<file path="src/rtl/video_capture_writer_pkg.sv">
// Shared video definitions: FSM encodings, pixel-word packing and
// saturating position arithmetic, common to capture and display paths.
package video_capture_writer_pkg;

   localparam int unsigned POS_W  = 14;
   localparam int unsigned PIX_W  = 24;
   localparam int unsigned WORD_W = 32;

   typedef logic [POS_W-1:0] pos_t;

   localparam pos_t       POS_MAX = '1;
   localparam logic [7:0] PIX_PAD = 8'h00;

   localparam logic [2:0] ST_IDLE   = 3'd0;
   localparam logic [2:0] ST_LOAD   = 3'd1;
   localparam logic [2:0] ST_ACTIVE = 3'd2;
   localparam logic [2:0] ST_DROP   = 3'd3;
   localparam logic [2:0] ST_DONE   = 3'd4;

   // 24-bit RGB left-justified in the 32-bit frame-buffer word.
   function automatic logic [WORD_W-1:0] pack_pixel(input logic [PIX_W-1:0] pix);
      return {pix, PIX_PAD};
   endfunction

   // Position counters stick at full scale rather than wrapping.
   function automatic pos_t sat_inc(input pos_t v);
      return (v == POS_MAX) ? v : v + pos_t'(1);
   endfunction

endpackage

</file>
<file path="src/rtl/video_pos_counter.sv">
// Vsync edge detect plus saturating x/y raster position counters.
module video_pos_counter
   import video_capture_writer_pkg::*;
#(
   parameter bit video_vsync_pol = 1'b1
) (
   input  logic pixel_clock,
   input  logic reset,
   input  logic video_vsync,
   input  logic video_den,
   output logic vs_edge,
   output pos_t x,
   output pos_t y
);

   logic vs_act;
   logic vs_prev_q, vs_prev_d;
   logic den_prev_q, den_prev_d;
   pos_t x_q, x_d;
   pos_t y_q, y_d;

   // Edge detect and next-position computation.
   always_comb begin
      vs_act     = video_vsync ~^ video_vsync_pol;
      vs_edge    = vs_act & ~vs_prev_q;
      vs_prev_d  = vs_act;
      den_prev_d = video_den;
      x_d        = video_den ? sat_inc(x_q) : '0;
      y_d        = y_q;
      if (vs_edge) begin
         y_d = '0;
      end else if (den_prev_q && !video_den) begin
         y_d = sat_inc(y_q);
      end
   end

   // Previous-vsync resets high so a source already in sync gives no edge.
   always_ff @(posedge pixel_clock) begin
      if (reset) begin
         vs_prev_q  <= 1'b1;
         den_prev_q <= 1'b0;
         x_q        <= '0;
         y_q        <= '0;
      end else begin
         vs_prev_q  <= vs_prev_d;
         den_prev_q <= den_prev_d;
         x_q        <= x_d;
         y_q        <= y_d;
      end
   end

   assign x = x_q;
   assign y = y_q;

endmodule

</file>
<file path="src/rtl/video_capture_writer.sv">
// Crops an incoming video stream to source_h x source_v and writes it as
// 32-bit words into the frame-buffer write FIFO, framed by wr_load.
//
// state  | meaning
// IDLE   | after reset, waiting for the first frame edge
// LOAD   | wr_load high for load_len cycles
// ACTIVE | writing cropped pixels of the current frame
// DROP   | frame truncated by FIFO full, waiting for next frame edge
// DONE   | full frame written, waiting for next frame edge
module video_capture_writer
   import video_capture_writer_pkg::*;
#(
   parameter int unsigned source_h        = 800,
   parameter int unsigned source_v        = 480,
   parameter bit          video_vsync_pol = 1'b1,
   parameter int unsigned load_len        = 4
) (
   input  logic              pixel_clock,
   input  logic              reset,
   input  logic              video_vsync,
   input  logic              video_den,
   input  logic [PIX_W-1:0]  video_pixel,
   output logic              wr_load,
   output logic              wr_clk,
   output logic              wrfifo_wren,
   output logic [WORD_W-1:0] wrfifo_din,
   input  logic              wrfifo_full,
   output logic              frame_overflow,
   output logic              frame_done
);

   localparam pos_t       H_LIM     = pos_t'(source_h);
   localparam pos_t       V_LIM     = pos_t'(source_v);
   localparam pos_t       H_LAST    = pos_t'(source_h - 1);
   localparam pos_t       V_LAST    = pos_t'(source_v - 1);
   localparam logic [3:0] LOAD_INIT = 4'(load_len - 1);

   logic vs_edge;
   pos_t x, y;
   logic take, last;

   logic [2:0]        state_q, state_d;
   logic [3:0]        load_cnt_q, load_cnt_d;
   logic              wr_load_q, wr_load_d;
   logic              wren_q, wren_d;
   logic [WORD_W-1:0] din_q, din_d;
   logic              ovf_q, ovf_d;
   logic              done_q, done_d;

   video_pos_counter #(
      .video_vsync_pol (video_vsync_pol)
   ) u_pos (
      .pixel_clock (pixel_clock),
      .reset       (reset),
      .video_vsync (video_vsync),
      .video_den   (video_den),
      .vs_edge     (vs_edge),
      .x           (x),
      .y           (y)
   );

   // Crop window and last-pixel detect from the current raster position.
   always_comb begin
      take = video_den & (x < H_LIM) & (y < V_LIM);
      last = (x == H_LAST) & (y == V_LAST);
   end

   // Frame sequencing; a frame edge always wins and discards that pixel.
   always_comb begin
      state_d    = state_q;
      load_cnt_d = load_cnt_q;
      wren_d     = 1'b0;
      din_d      = din_q;
      ovf_d      = 1'b0;
      done_d     = 1'b0;
      case (state_q)
         ST_IDLE: begin
            if (vs_edge) begin
               state_d    = ST_LOAD;
               load_cnt_d = LOAD_INIT;
            end
         end
         ST_LOAD: begin
            if (vs_edge) begin
               load_cnt_d = LOAD_INIT;
            end else if (load_cnt_q == 4'd0) begin
               state_d = ST_ACTIVE;
            end else begin
               load_cnt_d = load_cnt_q - 4'd1;
            end
         end
         ST_ACTIVE: begin
            if (vs_edge) begin
               state_d    = ST_LOAD;
               load_cnt_d = LOAD_INIT;
            end else if (take) begin
               if (wrfifo_full) begin
                  ovf_d   = 1'b1;
                  state_d = ST_DROP;
               end else begin
                  wren_d = 1'b1;
                  din_d  = pack_pixel(video_pixel);
                  if (last) begin
                     done_d  = 1'b1;
                     state_d = ST_DONE;
                  end
               end
            end
         end
         ST_DROP, ST_DONE: begin
            if (vs_edge) begin
               state_d    = ST_LOAD;
               load_cnt_d = LOAD_INIT;
            end
         end
         default: begin
            state_d = ST_IDLE;
         end
      endcase
      wr_load_d = (state_d == ST_LOAD);
   end

   // State and registered outputs.
   always_ff @(posedge pixel_clock) begin
      if (reset) begin
         state_q    <= ST_IDLE;
         load_cnt_q <= 4'd0;
         wr_load_q  <= 1'b0;
         wren_q     <= 1'b0;
         din_q      <= '0;
         ovf_q      <= 1'b0;
         done_q     <= 1'b0;
      end else begin
         state_q    <= state_d;
         load_cnt_q <= load_cnt_d;
         wr_load_q  <= wr_load_d;
         wren_q     <= wren_d;
         din_q      <= din_d;
         ovf_q      <= ovf_d;
         done_q     <= done_d;
      end
   end

   assign wr_clk         = pixel_clock;
   assign wr_load        = wr_load_q;
   assign wrfifo_wren    = wren_q;
   assign wrfifo_din     = din_q;
   assign frame_overflow = ovf_q;
   assign frame_done     = done_q;

endmodule

</file>
<file path="config.mk">
export PLATFORM = sky130hd
export DESIGN_NAME = video_capture_writer
export DESIGN_NICKNAME = d
export VERILOG_FILES = /design/src/rtl/video_capture_writer_pkg.sv /design/src/rtl/video_pos_counter.sv /design/src/rtl/video_capture_writer.sv
export SDC_FILE = /design/constraint.sdc
export NUM_CORES = 1
export LEC_CHECK = 0
export ABC_CLOCK_PERIOD_IN_PS = 2300
export CORE_ASPECT_RATIO = 1.25
export CORE_MARGIN = 2
export CORE_UTILIZATION = 50
export CTS_BUF_LIST = sky130_fd_sc_hd__clkbuf_4
export DETAILED_ROUTE_END_ITERATION = 10
export PLACE_DENSITY = 0.86
export REMOVE_ABC_BUFFERS = 1
export SLEW_MARGIN = 20
export SYNTH_ARGS = -nofsm -noshare
export SYNTH_HDL_FRONTEND = slang
export SYNTH_SLANG_ARGS = --single-unit
</file>
<file path="constraint.sdc">
create_clock -name pixel_clock -period 2.3 [get_ports pixel_clock]
set_clock_uncertainty 0.15 [all_clocks]
set_input_delay 0.69 -clock pixel_clock [delete_from_list [all_inputs] [get_ports pixel_clock]]
set_output_delay 0.69 -clock pixel_clock [all_outputs]
set_load 0.05 [all_outputs]
</file>
==> results of run 1 <==
-- worst max path at each step --
stage,start,end,depth (start not counted)
floorplan,video_vsync,wrfifo_din[10],5
global placement,pixel_clock,wr_clk,1
detailed placement,pixel_clock,wr_clk,1
CTS,pixel_clock,wr_clk,3
global route,wrfifo_din[8],wrfifo_din[8],1
finish,pixel_clock,wr_clk,2
-- final cells by class --
class / instances / area (µm²)
timing repair buffer: 67 / 616
tap: 66 / 82.6
inverter: 4 / 15.0
clock inverter: 5 / 104
multi-input combinational: 232 / 1470
fill: 491 / 2000
sequential: 65 / 1300
clock buffer: 14 / 113
-- placed cells by master, fill, tap and decap left out, types with 5 or more instances in the layout --
master,count
dfxtp_1,65
nor2_1,55
clkdlybuf4s50_1,28
buf_4,28
mux2i_1,26
nand3_1,15
xor2_1,15
nand2_1,14
clkbuf_4,13
nor3_1,11
conb_1,8
nand4_1,7
and3_1,6
a21oi_1,6
nand2b_1,5
o21ai_1,5
o21ai_0,5
a31oi_1,5
clkdlybuf4s15_1,5
-- worst register-to-register path, stage by stage, from the launching register on --
cell and delay [ns]:
dfxtp_1 0.40, inv_1 0.08, ha_1 0.20, nor3b_1 0.17, nor4b_1 0.54, o21ai_1 0.15
xor2_1 0.17, nor3_1 0.15
-- per-layer routing --
metal  vias up  wire length (µm)  track usage, %  part of all wire (%)
met1      1165              2510            22.2                    41
li1       1227                 -               -                     -
met5         -                 0               0                     0
met3        10               392            7.33                   6.4
met4         0                57            9.61                  0.93
met2        77              3140            34.6                    52
-- where the power goes --
group          total [mW]  leakage (nW)  internal, mW  switching [mW]
clock                1.16         0.118         0.663           0.493
combinational       0.205         0.784        0.0933           0.112
sequential           1.16         0.525          1.14          0.0144
total                2.52          1.43          1.90           0.619
-- state kept, by name, summed over array words and instances (netlist names), 3 cells and up --
register / cells
u_pos.y: 14
u_pos.x: 14
load_cnt_q: 4
state_q: 3
wrfifo_din: 24
-- stage by stage --
stage          power (mW)  util [%]
2_1_floorplan        1.29         -
3_3_place_gp         1.48      61.4
3_5_place_dp         1.49      61.4
4_1_cts              2.56      64.9
5_1_grt              2.63      64.9
6_report             2.52      64.9
-- cell families (layout without fill, tap and decap cells) --
family | after synthesis | after routing | synth area share (%)
other cells | 1 | 8 | 0.129
simple gates | 141 | 141 | 25.9
mux | 26 | 26 | 8.98
fa+ha+maj | 3 | 3 | 1.29
compound gates | 35 | 35 | 7.77
buf+inv | 26 | 90 | 5.31
flops | 65 | 65 | 44.9
xor+xnor | 19 | 19 | 5.74
-- repair_timing --
item	in CTS	in global routing
gates resized for setup	14	6
setup endpoints to repair	10	6
endpoints found under the hold margin	0	0
==> tab_implementation.tex, run 1 <==
\begin{tabular}{lr}
\hline
Metric & Value \\
\hline
\multicolumn{2}{l}{\textbf{Critical path}} \\
\quad Critical-path maximum fanout & 2 \\
\quad Worst reg2reg setup slack & 0.22 ns \\
\quad Worst setup path class & clk -> out \\
\quad Worst stage delay on the critical path & 0.14 ns \\
\quad Ordered cell list for the critical path & clkbuf\_4 -> buf\_8 \\
\quad Cell type of the slowest stage on the worst timing path & buf\_8 \\
\quad Reg2Reg Launch Point & load\_cnt\_q[0] \\
\quad R2R depth & 7 \\
\quad WP data required & 1.46 ns \\
\quad Capturing element type of the critical path & output port \\
\quad Endpoint arrival time on the critical path & 1.41 ns \\
\quad Kind of start point of the critical path & clock port \\
\quad Buffers and inverters on the worst path & 2 \\
\quad Family with the most delay on the worst path & buffers and inverters \\
\quad Endpoint of the worst-slack reg-to-reg timing path & load\_cnt\_q[2] \\
\multicolumn{2}{l}{\textbf{Synth}} \\
\quad Share of the synthesized area in the top cell type & 44.9\% \\
\quad Count of flip-flops with a built-in enable after synthesis & 0 \\
\quad Most frequent cell after synthesis & dfxtp\_1 \\
\quad List of most frequent post-synthesis cells & dfxtp\_1, nor2\_1, mux2i\_1 \\
\quad Number of distinct library cell variants in the gate-level netlist after synthesis & 45 \\
\quad Share of flip-flops with an asynchronous set or reset & 0\% \\
\quad Synthesized netlist cell count & 316 \\
\quad Yosys warnings & 0 \\
\quad Post-synthesis sequential area ratio & 44.9\% \\
\quad Post-synthesis cell type with the largest combined area & dfxtp\_1 \\
\quad Flip-flop cell with the highest count after synthesis & dfxtp\_1 \\
\quad Synth Area per Inst & 9.17 µm² \\
\quad \#FFs+latches synth & 65 \\
\quad Cell types with the largest area share after synthesis & dfxtp\_1, mux2i\_1, nor2\_1 \\
\quad Synth Cell Area & 0.00290 mm² \\
\multicolumn{2}{l}{\textbf{Finish}} \\
\quad Fraction of final layout cells sized beyond drive strength 1 & 14.0\% \\
\quad Post-route standard cell area excluding fillers & 0.00370 mm² \\
\quad N\_diodes & 0 \\
\quad Final net count & 414 \\
\quad Area overhead of the layout relative to synthesis & 27.7\% \\
\quad Final instance count without filler cells & 453 \\
\multicolumn{2}{l}{\textbf{Power}} \\
\quad Pwr/cell area & 680 mW/mm² \\
\quad Leakage power summed over all cells & 1.43 nW \\
\quad Worst ir drop on vdd & 711 µV \\
\multicolumn{2}{l}{\textbf{Place}} \\
\quad Placed cell count & 435 \\
\quad Worst slack at placement & -0.362 ns \\
\quad I/O Buffers & 57 \\
\quad Half-perimeter wire length after placement & 4.39 mm \\
\quad Total placed instance area & 0.00350 mm² \\
\quad RD Place Congestion & 0.821 \\
\multicolumn{2}{l}{\textbf{Clocking}} \\
\quad Clock Latency Late Sink & 0.53 ns \\
\quad Clock tree from TritonCTS & yes \\
\quad \# Post-CTS Setup Buffers & 0 \\
\quad Post-CTS Hold Buffers & 0 \\
\quad Reg clk slew, reported paths & 0.09 ns \\
\multicolumn{2}{l}{\textbf{Routing}} \\
\quad Ratio of routed vias to standard cells & 5.47 \\
\quad Antenna Violating Nets Remaining & 0 \\
\quad Routed WL per cell & 13.5 µm \\
\quad Total via count after detailed routing & 2,479 \\
\quad Remaining design rule violation count & 0 \\
\quad Wire length reported by the detailed router & 6.10 mm \\
\quad Initial detailed-routing violation count & 171 \\
\quad Iteration count of the initial detailed-routing pass & 6 \\
\multicolumn{2}{l}{\textbf{STA}} \\
\quad Max-slew violation count & 0 \\
\quad Post-layout minimum cycle time & 2.25 ns \\
\quad Ratio of final minimum period to clock period & 97.8\% \\
\quad Worst-margin pin slew & 0.627 ns \\
\quad Number of hold violations in the final report & 0 \\
\quad Slew Limit Headroom & 57.6\% \\
\quad Worst hold slack & 0.335 ns \\
\quad Worst path setup slack after routing & 0.0509 ns \\
\quad RSZ-0062 raised after global routing & false \\
\quad Count of final setup violators & 0 \\
\quad Final-layout setup total negative slack & 0 ns \\
\quad Highest clock frequency the design can meet & 448 MHz \\
\multicolumn{2}{l}{\textbf{Floorplan}} \\
\quad Row Count & 31 \\
\quad Full die area & 0.00643 mm² \\
\quad Number of top-level design ports & 66 \\
\quad Die X-Extent & 72.1 µm \\
\quad Core Region & 0.00570 mm² \\
\quad Effective utilization at floorplan & 50.8\% \\
\quad Y dimension of the die & 89.1 µm \\
\multicolumn{2}{l}{\textbf{Run status}} \\
\quad Outcome & complete, no violations \\
\multicolumn{2}{l}{\textbf{Hold path}} \\
\quad Min-Delay Startpoint & u\_pos.y[1] \\
\quad Terminating pin of the worst hold path & u\_pos.y[1] \\
\quad Worst hold path stage count & 2 \\
\quad Class of the tightest hold or removal check & reg -> reg \\
\multicolumn{2}{l}{\textbf{Global route}} \\
\quad Largest net degree at the start of global routing & 26 \\
\quad Vias in the first global route & 2,335 \\
\quad Number of antenna violations at the first check in global routing & 0 \\
\quad Global-route wire length before repair & 10.1 mm \\
\quad Remaining global-route overflow & 0 \\
\quad Global-route usage over all layers & 20.2\% \\
\multicolumn{2}{l}{\textbf{Run}} \\
\quad Max capacitance violation total & 0 \\
\hline
\end{tabular}
Power figures use the tool's default switching activity.
==> run 2, diff against run 1 <==
--- a/config.mk
+++ b/config.mk
@@ -12,6 +12,7 @@
 export CTS_BUF_LIST = sky130_fd_sc_hd__clkbuf_4
 export DETAILED_ROUTE_END_ITERATION = 10
 export PLACE_DENSITY = 0.86
+export RECOVER_POWER = 25
 export REMOVE_ABC_BUFFERS = 1
 export SLEW_MARGIN = 20
 export SYNTH_ARGS = -nofsm -noshare
==> run 2 against run 1 <==
Against the previous run:
- setup slack about the same
- routed wire length is essentially flat
- combinational power about the same
- register-to-register slack about the same
- sequential share of layout area is 0.20 points higher
- clock-buffer cell count unchanged
- total power is 0.11% lower
- highest routed layer unchanged
==> tab_implementation.tex, run 2 (synthesis results as in run 1) <==
\begin{tabular}{lr}
\hline
Metric & Value \\
\hline
\multicolumn{2}{l}{\textbf{Run status}} \\
\quad Outcome & complete, no violations \\
\multicolumn{2}{l}{\textbf{Routing}} \\
\quad Ratio of routed vias to standard cells & 5.45 (-0.36\%) \\
\quad Antenna Violating Nets Remaining & 0 (unchanged) \\
\quad Initial detailed-routing violation count & 162 (-5.3\%) \\
\quad Remaining design rule violation count & 0 (unchanged) \\
\quad Routed WL per cell & 13.5 µm (about the same) \\
\quad Iteration count of the initial detailed-routing pass & 4 (-2) \\
\quad Total via count after detailed routing & 2,470 (-0.36\%) \\
\quad Wire length reported by the detailed router & 6.10 mm (about the same) \\
\multicolumn{2}{l}{\textbf{STA}} \\
\quad Slew Limit Headroom & 58.8\% (+1.2 points) \\
\quad Number of hold violations in the final report & 0 (unchanged) \\
\quad Highest clock frequency the design can meet & 448 MHz (about the same) \\
\quad Worst-margin pin slew & 0.610 ns (-0.0172 ns) \\
\quad Worst path setup slack after routing & 0.0509 ns (-0.000000200 ns) \\
\quad Ratio of final minimum period to clock period & 97.8\% (about the same) \\
\quad Post-layout minimum cycle time & 2.25 ns (+0.000000200 ns) \\
\quad RSZ-0062 raised after global routing & false \\
\quad Max-slew violation count & 0 (unchanged) \\
\quad Count of final setup violators & 0 (unchanged) \\
\multicolumn{2}{l}{\textbf{Floorplan}} \\
\quad Effective utilization at floorplan & 50.8\% (unchanged) \\
\quad Number of top-level design ports & 66 (unchanged) \\
\quad Core Region & 0.00570 mm² (unchanged) \\
\quad Row Count & 31 (unchanged) \\
\quad Die X-Extent & 72.1 µm (unchanged) \\
\quad Y dimension of the die & 89.1 µm (unchanged) \\
\quad Full die area & 0.00643 mm² (unchanged) \\
\multicolumn{2}{l}{\textbf{Finish}} \\
\quad Most common cell after layout, fill and taps aside & dfxtp\_1 \\
\quad Fraction of final layout cells sized beyond drive strength 1 & 13.7\% (-0.26 points) \\
\quad Post-route standard cell area excluding fillers & 0.00368 mm² (-0.57\%) \\
\quad Final net count & 414 (unchanged) \\
\quad Number of flip-flops under the largest register name & 24 (unchanged) \\
\quad Area overhead of the layout relative to synthesis & 26.9\% \\
\quad Commonest non-fill, non-tap cells in the layout & dfxtp\_1, nor2\_1, mux2i\_1, clkdlybuf4s50\_1, buf\_4 \\
\quad N\_diodes & 0 (unchanged) \\
\multicolumn{2}{l}{\textbf{Clocking}} \\
\quad Reg clk slew, reported paths & 0.09 ns (about the same) \\
\quad Clock tree from TritonCTS & yes \\
\quad Post-CTS Hold Buffers & 0 (unchanged) \\
\quad Clock Latency Late Sink & 0.53 ns (about the same) \\
\quad \# Post-CTS Setup Buffers & 0 (unchanged) \\
\multicolumn{2}{l}{\textbf{Critical path}} \\
\quad Kind of start point of the critical path & clock port \\
\quad Worst stage delay on the critical path & 0.14 ns (about the same) \\
\quad Ordered cell list for the critical path & clkbuf\_4 -> buf\_8 \\
\quad Family with the most delay on the worst path & buffers and inverters \\
\quad Endpoint arrival time on the critical path & 1.41 ns (about the same) \\
\quad Worst setup path class & clk -> out \\
\quad WP data required & 1.46 ns (about the same) \\
\quad Cell type of the slowest stage on the worst timing path & buf\_8 \\
\quad Capturing element type of the critical path & output port \\
\quad Buffers and inverters on the worst path & 2 (unchanged) \\
\quad Critical-path maximum fanout & 2 (unchanged) \\
\multicolumn{2}{l}{\textbf{Global route}} \\
\quad Global-route wire length before repair & 10.1 mm (unchanged) \\
\quad Global-route usage over all layers & 20.2\% (unchanged) \\
\quad Largest net degree at the start of global routing & 26 (unchanged) \\
\quad Remaining global-route overflow & 0 (unchanged) \\
\quad Vias in the first global route & 2,335 (unchanged) \\
\quad Number of antenna violations at the first check in global routing & 0 (unchanged) \\
\multicolumn{2}{l}{\textbf{Place}} \\
\quad Half-perimeter wire length after placement & 4.39 mm (unchanged) \\
\quad Total placed instance area & 0.00350 mm² (unchanged) \\
\quad I/O Buffers & 57 (unchanged) \\
\quad Worst slack at placement & -0.362 ns (unchanged) \\
\quad RD Place Congestion & 0.821 (unchanged) \\
\multicolumn{2}{l}{\textbf{Power}} \\
\quad Worst ir drop on vdd & 711 µV (about the same) \\
\quad Power after layout & 2.51 mW (-0.11\%) \\
\quad Pwr/cell area & 683 mW/mm² (+0.47\%) \\
\quad Leakage power summed over all cells & 1.42 nW (-0.61\%) \\
\multicolumn{2}{l}{\textbf{Run}} \\
\quad Max capacitance violation total & 0 (unchanged) \\
\multicolumn{2}{l}{\textbf{Hold path}} \\
\quad Class of the tightest hold or removal check & reg -> reg \\
\hline
\end{tabular}
## run 2: routing by layer
| layer | wire length, µm | track usage (%) | vias up |
|---|---|---|---|
| li1 | - | - | 1226 |
| met1 | 2520 | 22.2 | 1155 |
| met2 | 3110 | 34.6 | 77 |
| met3 | 392 | 7.33 | 12 |
| met4 | 71 | 9.61 | 0 |
| met5 | 0 | 0 | - |
## run 2: worst register-to-register path: stages (launching register included)
cell and delay (ns):
dfxtp_1 0.39, inv_1 0.08, ha_1 0.20, nor3b_1 0.17, nor4b_1 0.54, o21ai_1 0.15
xor2_1 0.16, nor3_1 0.15
## run 2: what timing repair did
item | 4_1_cts | 5_1_grt
pin swaps | 0 | 0
gates resized for setup | 14 | 6
setup endpoints to repair | 10 | 6
## run 2: where the power goes
part	total (mW)	internal (mW)	switching (mW)
clock	1.16	0.663	0.492
combinational	0.203	0.0910	0.112
sequential	1.16	1.14	0.0143
total	2.51	1.90	0.619
## run 2: path summary, 6_finish.rpt
| kind | startpoint | endpoint | slack [ns] | depth (start not counted) |
|---|---|---|---|---|
| worst max-delay path | pixel_clock | wr_clk | 0.05 | 2 |
| worst min register to register | u_pos.y[1] | u_pos.y[1] | 0.34 | 2 |
| worst min-delay path | u_pos.y[1] | u_pos.y[1] | 0.34 | 2 |
| worst max register to register | load_cnt_q[0] | load_cnt_q[2] | 0.22 | 7 |
## run 2: cell type report
cell class                 instances  area (µm²)
clock buffer                      14         113
clock inverter                     5         104
fill                             498        2020
inverter                           4        15.0
multi-input combinational        232        1470
sequential                        65        1300
tap                               66        82.6
timing repair buffer              67         594
## run 2: per-stage QoR
stage               TNS [ns]  hold WS, ns  util [%]  cells
detailed placement     -3.85        0.326      61.4    435
global placement       -2.82        0.318      61.4    435
CTS                   -0.105        0.340      64.9    454
finish                     0        0.335      64.5    453
floorplan              -2.17        0.308         -    301
global route               0        0.371      64.5    453
